[config.mk]
export PLATFORM = sky130hd
export DESIGN_NAME = axi_wr_sched
export DESIGN_NICKNAME = d
export VERILOG_FILES = /design/src/rtl/axi_wr_sched.sv
export SDC_FILE = /design/constraint.sdc
export NUM_CORES = 1
export LEC_CHECK = 0
export ABC_AREA = 1
export CORE_AREA = 2 2 116 118
export CTS_CLUSTER_DIAMETER = 80
export DETAILED_ROUTE_END_ITERATION = 10
export DIE_AREA = 0 0 118 120
export PLACE_DENSITY = 0.75
export RECOVER_POWER = 100
export SKIP_LAST_GASP = 1
export SLEW_MARGIN = 25
export SYNTH_ARGS = -nofsm -noshare
export SYNTH_HDL_FRONTEND = slang
export SYNTH_SLANG_ARGS = --single-unit
[constraint.sdc]
create_clock -name clk_i -period 4.6 [get_ports clk_i]
set_input_delay 0.46 -clock clk_i [delete_from_list [all_inputs] [get_ports clk_i]]
set_output_delay 0.46 -clock clk_i [all_outputs]
set_load 0.05 [all_outputs]
[src/rtl/axi_wr_sched.sv]
// rtl/axi_wr_sched.sv - Round-robin AW scheduler with in-order W steering and B routing by ID
module axi_wr_sched #(
  parameter int NumReq = 3,
  parameter int IdWidth = 4,
  parameter int DataWidth = 64,
  parameter int FifoDepth = 4,
  parameter int MaxOutstanding = 4,
  parameter logic [NumReq-1:0][IdWidth-1:0] ReqId = {4'b0111, 4'b1000, 4'b0000}
) (
  input  logic                        clk_i,
  input  logic                        rst_i,
  input  logic [NumReq-1:0]           req_aw_valid_i,
  output logic [NumReq-1:0]           req_aw_ready_o,
  input  logic [NumReq-1:0]           req_w_valid_i,
  input  logic [NumReq-1:0]           req_w_last_i,
  input  logic [NumReq*DataWidth-1:0] req_w_data_i,
  output logic [NumReq-1:0]           req_w_ready_o,
  output logic [NumReq-1:0]           req_b_valid_o,
  input  logic [NumReq-1:0]           req_b_ready_i,
  output logic                        aw_valid_o,
  input  logic                        aw_ready_i,
  output logic [IdWidth-1:0]          aw_id_o,
  output logic [$clog2(NumReq)-1:0]   aw_sel_o,
  output logic                        w_valid_o,
  input  logic                        w_ready_i,
  output logic [DataWidth-1:0]        w_data_o,
  output logic                        w_last_o,
  input  logic                        b_valid_i,
  input  logic [IdWidth-1:0]          b_id_i,
  output logic                        b_ready_o,
  output logic                        busy_o,
  output logic                        b_err_o
);
  localparam int SelW = $clog2(NumReq);
  localparam int PtrW = $clog2(FifoDepth);
  localparam int CntW = $clog2(MaxOutstanding + 1);
  localparam logic [CntW-1:0] MaxCnt = CntW'(MaxOutstanding);

  typedef enum logic {IDLE, LOCKED} state_e;

  state_e            state_q, state_d;
  logic [SelW-1:0]   lock_sel_q;
  logic [SelW-1:0]   rr_ptr_q;
  logic [SelW-1:0]   fifo_q [FifoDepth];
  logic [PtrW:0]     wr_ptr_q, rd_ptr_q;
  logic [CntW-1:0]   outst_q [NumReq];

  logic              fifo_empty, fifo_full, q_room;
  logic [SelW-1:0]   head;
  logic              head_pop, ft_pop, push;
  logic              b_hit, b_hs;
  logic [SelW-1:0]   b_idx;
  logic [NumReq-1:0] eligible, inc_vec, dec_vec;
  logic              gnt_valid, aw_hs;
  logic [SelW-1:0]   gnt_idx, cand;
  logic              sel_ok;
  logic [SelW-1:0]   sel;

  assign fifo_empty = (wr_ptr_q == rd_ptr_q);
  assign fifo_full  = (wr_ptr_q[PtrW] != rd_ptr_q[PtrW]) &&
                      (wr_ptr_q[PtrW-1:0] == rd_ptr_q[PtrW-1:0]);
  assign head       = fifo_q[rd_ptr_q[PtrW-1:0]];
  // Room is judged from the head-pop alone so the fall-through path cannot loop back into eligibility.
  assign head_pop   = !fifo_empty && req_w_valid_i[head] && w_ready_i && req_w_last_i[head];
  assign q_room     = !fifo_full || head_pop;

  always_comb begin
    b_hit = 1'b0;
    b_idx = '0;
    for (int i = 0; i < NumReq; i++) begin
      if (b_id_i == ReqId[i]) begin
        b_hit = 1'b1;
        b_idx = SelW'(i);
      end
    end
  end

  assign b_ready_o = b_hit ? req_b_ready_i[b_idx] : 1'b1;
  assign b_hs      = b_valid_i && b_hit && req_b_ready_i[b_idx];
  assign b_err_o   = b_valid_i && !b_hit;

  always_comb begin
    for (int i = 0; i < NumReq; i++) begin
      req_b_valid_o[i] = b_valid_i && b_hit && (b_idx == SelW'(i));
      dec_vec[i]       = b_hs && (b_idx == SelW'(i));
      eligible[i]      = req_aw_valid_i[i] && q_room && ((outst_q[i] < MaxCnt) || dec_vec[i]);
    end
  end

  always_comb begin
    state_d   = state_q;
    gnt_valid = 1'b0;
    gnt_idx   = '0;
    cand      = '0;
    if (state_q == LOCKED) begin
      gnt_valid = 1'b1;
      gnt_idx   = lock_sel_q;
    end else begin
      for (int off = 0; off < NumReq; off++) begin
        cand = SelW'((int'(rr_ptr_q) + off) % NumReq);
        if (!gnt_valid && eligible[cand]) begin
          gnt_valid = 1'b1;
          gnt_idx   = cand;
        end
      end
    end
    if (gnt_valid && !aw_ready_i) state_d = LOCKED;
    else if (gnt_valid)           state_d = IDLE;
  end

  assign aw_hs      = gnt_valid && aw_ready_i;
  assign aw_valid_o = gnt_valid;
  assign aw_sel_o   = gnt_idx;
  assign aw_id_o    = ReqId[gnt_idx];

  assign sel_ok = !fifo_empty || aw_hs;
  assign sel    = fifo_empty ? gnt_idx : head;

  always_comb begin
    w_data_o = '0;
    for (int i = 0; i < NumReq; i++) begin
      req_aw_ready_o[i] = aw_hs && (gnt_idx == SelW'(i));
      inc_vec[i]        = req_aw_ready_o[i];
      req_w_ready_o[i]  = sel_ok && w_ready_i && (sel == SelW'(i));
      if (sel == SelW'(i)) w_data_o = req_w_data_i[i*DataWidth +: DataWidth];
    end
  end

  assign w_valid_o = sel_ok && req_w_valid_i[sel];
  assign w_last_o  = req_w_last_i[sel];
  // A single-beat burst that completes alongside its own AW never enters the queue.
  assign ft_pop    = fifo_empty && aw_hs && w_valid_o && w_ready_i && w_last_o;
  assign push      = aw_hs && !ft_pop;

  always_comb begin
    busy_o = !fifo_empty;
    for (int i = 0; i < NumReq; i++) begin
      if (outst_q[i] != '0) busy_o = 1'b1;
    end
  end

  always_ff @(posedge clk_i) begin
    if (rst_i) begin
      state_q    <= IDLE;
      lock_sel_q <= '0;
      rr_ptr_q   <= '0;
      wr_ptr_q   <= '0;
      rd_ptr_q   <= '0;
      for (int i = 0; i < NumReq; i++) outst_q[i] <= '0;
    end else begin
      state_q <= state_d;
      if (gnt_valid) lock_sel_q <= gnt_idx;
      if (aw_hs) rr_ptr_q <= (gnt_idx == SelW'(NumReq - 1)) ? '0 : gnt_idx + SelW'(1);
      if (push) wr_ptr_q <= wr_ptr_q + (PtrW+1)'(1);
      if (head_pop) rd_ptr_q <= rd_ptr_q + (PtrW+1)'(1);
      for (int i = 0; i < NumReq; i++) begin
        if (inc_vec[i] && !dec_vec[i] && (outst_q[i] != MaxCnt))
          outst_q[i] <= outst_q[i] + CntW'(1);
        else if (dec_vec[i] && !inc_vec[i] && (outst_q[i] != '0))
          outst_q[i] <= outst_q[i] - CntW'(1);
      end
    end
  end

  always_ff @(posedge clk_i) begin
    if (push) fifo_q[wr_ptr_q[PtrW-1:0]] <= gnt_idx;
  end

  always_ff @(posedge clk_i) begin
    if (!rst_i && b_hs) assert (outst_q[b_idx] != '0);
  end

endmodule

==> metrics.yaml <==
most_used_standard_cells_in_the_synthesized_netlist: "sky130_fd_sc_hd__nand2_1, sky130_fd_sc_hd__nand3_1, sky130_fd_sc_hd__inv_1"
floorplan.rows: 42
maxClockFrequency_mhz: 238
relSlewSlack_pct: 59.0
max_slew.worst_pin.slew_ns: 0.617
worst_ep_required_time_ns: 4.14
io_buffers: 297
grt_antenna_before_repair: 5
synthDominantCellAreaShare_pct: 25.9
drtPass1Iterations: 5
syn_inst: 592
num-nets-final: 1103
drc: 0
fin_crit_ns: 4.20
drive_gt1_share_pct: 13.3
grt_pass1_vias: 4760
synth_sequential_area_ratio_pct: 22.1
crit_path_max_fanout: 10
yosys.cell_types.count: 36
cts_root_buf: "sky130_fd_sc_hd__clkbuf_16"
route.antenna.remaining_nets: 0
post_cts_buffers: 0
post_dp_hpwl_mm: 14.2
vias: 4919
cts_repair_resize_count: 0
cap_violations: 0
final-hold-violation-count: 0
synth_fp_nets: 817
critical_path_arrival_ns: 3.74
post_drt_via_cell_ratio: 4.65
final.setup_skew_ns: 0.0122
timing.final.max_slew_violations: 0
insertion_delay_of_the_later_clocked_pin_in_the_worst_skew_pair_ns: 0.29
yosys.cell_count.top_type: "sky130_fd_sc_hd__nand2_1"
setup_repair_after_global_routing_missed_its_margin: "false"
crit_path_end_kind: "output pin"
grt_max_degree: 61
grt_usage_pct: 23.7
path_class: "primary input to output pin"
timing.critical_path.from_type: "primary input"
avgRoutedWirePerCell_um: 16.3
postCtsHoldBufs: 0
dr.first_iter.drc_count: 293
gp_congestion: 0.885
ys_seq_elements: 30
postSynthAreaPerCell_um2: 5.90
fp.coreArea_um2: 13000
die_height_um: 120
ctsHtreeMaxLevel: 2
grt_first_pass_wirelength_mm: 26.3
synth.yosys.warnings: 0
syn_to_final_growth_pct: 89.7
synth.area.top_cells: "sky130_fd_sc_hd__nand2_1, sky130_fd_sc_hd__edfxtp_1, sky130_fd_sc_hd__nand3_1, sky130_fd_sc_hd__dfxtp_1, sky130_fd_sc_hd__inv_1"
run_status: "complete, no violations"
synth_top_flop_cell: "sky130_fd_sc_hd__edfxtp_1"
cts_buf_count: 5
final_min_period_over_clock_period_pct: 91.4
tritoncts: "yes"
worst_hold_slack_ns: 0.495
synth_largest_area_cell: "sky130_fd_sc_hd__nand2_1"
syn-cell-area_um2: 3490
routed_wl_mm: 17.3
ios: 298
initial_core_utilization_pct: 26.9
full_die_area_um2: 14200
setup_viol: 0
worst_setup_hold_path_clk_slew_ns: 0.05
final_core_utilization_pct: 51.1
hp-class: "register to register"
count_of_flip_flops_with_a_built_in_enable_after_synthesis: 17
die_w_um: 118
cts.sink_count: 30
cts_max_path_bufs: 2
ys_async_sr_fraction_pct: 0
timing.setup.tns_ns: 0
gr-total-overflow: 0
state kept, by name (all words and copies together), names as in the netlist, named ones only:
| register | cells |
|---|---|
| lock_sel_q | 2 |
| outst_q | 9 |
| rd_ptr_q | 3 |
| rr_ptr_q | 2 |
| fifo_q | 8 |
| state_q | 1 |
| wr_ptr_q | 3 |
cells in the final DEF, fill, tap and decap left out, types with 2 or more instances in the layout:
cell                              instances
sky130_fd_sc_hd__xor2_1                   4
sky130_fd_sc_hd__nand2_2                 12
sky130_fd_sc_hd__nor2_1                  42
sky130_fd_sc_hd__buf_12                  14
sky130_fd_sc_hd__ha_1                    10
sky130_fd_sc_hd__buf_4                    3
sky130_fd_sc_hd__nand3_2                  4
sky130_fd_sc_hd__clkbuf_2                45
sky130_fd_sc_hd__nand3_1                 98
sky130_fd_sc_hd__clkbuf_1                 3
sky130_fd_sc_hd__fa_1                     2
sky130_fd_sc_hd__xnor2_1                  3
sky130_fd_sc_hd__clkdlybuf4s50_1        215
sky130_fd_sc_hd__nand4_1                  5
sky130_fd_sc_hd__edfxtp_1                17
sky130_fd_sc_hd__diode_2                  2
sky130_fd_sc_hd__dlygate4sd3_1           12
sky130_fd_sc_hd__a21oi_1                 14
sky130_fd_sc_hd__dfxtp_1                 13
sky130_fd_sc_hd__nor3_4                   2
sky130_fd_sc_hd__o21ai_0                  5
sky130_fd_sc_hd__nand3b_1                 2
sky130_fd_sc_hd__inv_2                    4
sky130_fd_sc_hd__nand2_4                  4
sky130_fd_sc_hd__buf_2                    6
sky130_fd_sc_hd__nor2_4                   4
sky130_fd_sc_hd__clkbuf_4                 3
sky130_fd_sc_hd__o22ai_1                  5
sky130_fd_sc_hd__a31oi_1                  2
sky130_fd_sc_hd__clkbuf_16                5
sky130_fd_sc_hd__nand2_1                243
sky130_fd_sc_hd__o211ai_1                 2
sky130_fd_sc_hd__nor2_2                   2
sky130_fd_sc_hd__bufinv_16                2
sky130_fd_sc_hd__o21ai_2                  2
sky130_fd_sc_hd__inv_1                   58
sky130_fd_sc_hd__nor3_1                   6
stage by stage:
| step | cells | setup slack (ns) | instance area [µm²] |
|---|---|---|---|
| after floorplan | 592 | 0.117 | 3490 |
| after global placement | 1047 | 0.412 | 7230 |
| after detailed placement | 1047 | 0.234 | 7230 |
| after CTS | 1055 | 0.223 | 7420 |
| after global routing | 1055 | 0.0174 | 6620 |
| final | 1057 | 0.395 | 6630 |
path summary, 6_finish.rpt:
path	startpoint	end	slack, ns	cells after the start
hold / removal	rr_ptr_q[1]	rr_ptr_q[1]	0.50	2
setup reg to reg	wr_ptr_q[0]	outst_q[1][2]	0.97	24
setup / recovery	b_id_i[2]	aw_id_o[0]	0.40	18
hold reg to reg	rr_ptr_q[1]	rr_ptr_q[1]	0.50	2
cells by family after synthesis:
group	count (synthesis)	share of synthesized area (%)
simple gates	426	55.7
buf+inv	85	10.3
compound gates	32	5.37
flops	30	22.1
fa+ha+maj	12	4.73
xor+xnor	7	1.75
critical path, stage by stage:
cell and delay [ns]:
sky130_fd_sc_hd__clkdlybuf4s50_1 0.51, sky130_fd_sc_hd__nand4_1 0.22, sky130_fd_sc_hd__nand2_1 0.20, sky130_fd_sc_hd__nand3_1 0.12, sky130_fd_sc_hd__nor2_2 0.14, sky130_fd_sc_hd__nor2_1 0.05
sky130_fd_sc_hd__nor2_1 0.13, sky130_fd_sc_hd__nand3_1 0.11, sky130_fd_sc_hd__nand2_1 0.07, sky130_fd_sc_hd__nand2_1 0.06, sky130_fd_sc_hd__nand2_1 0.09, sky130_fd_sc_hd__nand4_1 0.09
sky130_fd_sc_hd__nand2_1 0.09, sky130_fd_sc_hd__nand2_2 0.07, sky130_fd_sc_hd__nand2_4 0.14, sky130_fd_sc_hd__inv_1 0.07, sky130_fd_sc_hd__nor2_1 0.22, sky130_fd_sc_hd__clkdlybuf4s50_1 0.89
per-layer routing:
| layer | wire, µm | GRT usage (%) | up-vias |
|---|---|---|---|
| met2 | 8350 | 40.7 | 203 |
| met5 | 38 | 0 | - |
| met4 | 597 | 8.06 | 6 |
| met3 | 1420 | 7.89 | 53 |
| li1 | - | - | 2467 |
| met1 | 6860 | 27.7 | 2190 |
layout make-up:
class / instances / area (µm²)
Inverter: 62 / 233
Multi-Input combinational cell: 477 / 2330
Timing Repair Buffer: 302 / 2880
Antenna cell: 2 / 5.00
Clock buffer: 5 / 125
Clock inverter: 3 / 63.8
Sequential cell: 30 / 771
Tap cell: 176 / 220
Fill cell: 1317 / 6350
Power is left out: the tool's default activity adds up to more than one toggle a clock period on the data nets, which glitch-free logic cannot reach.
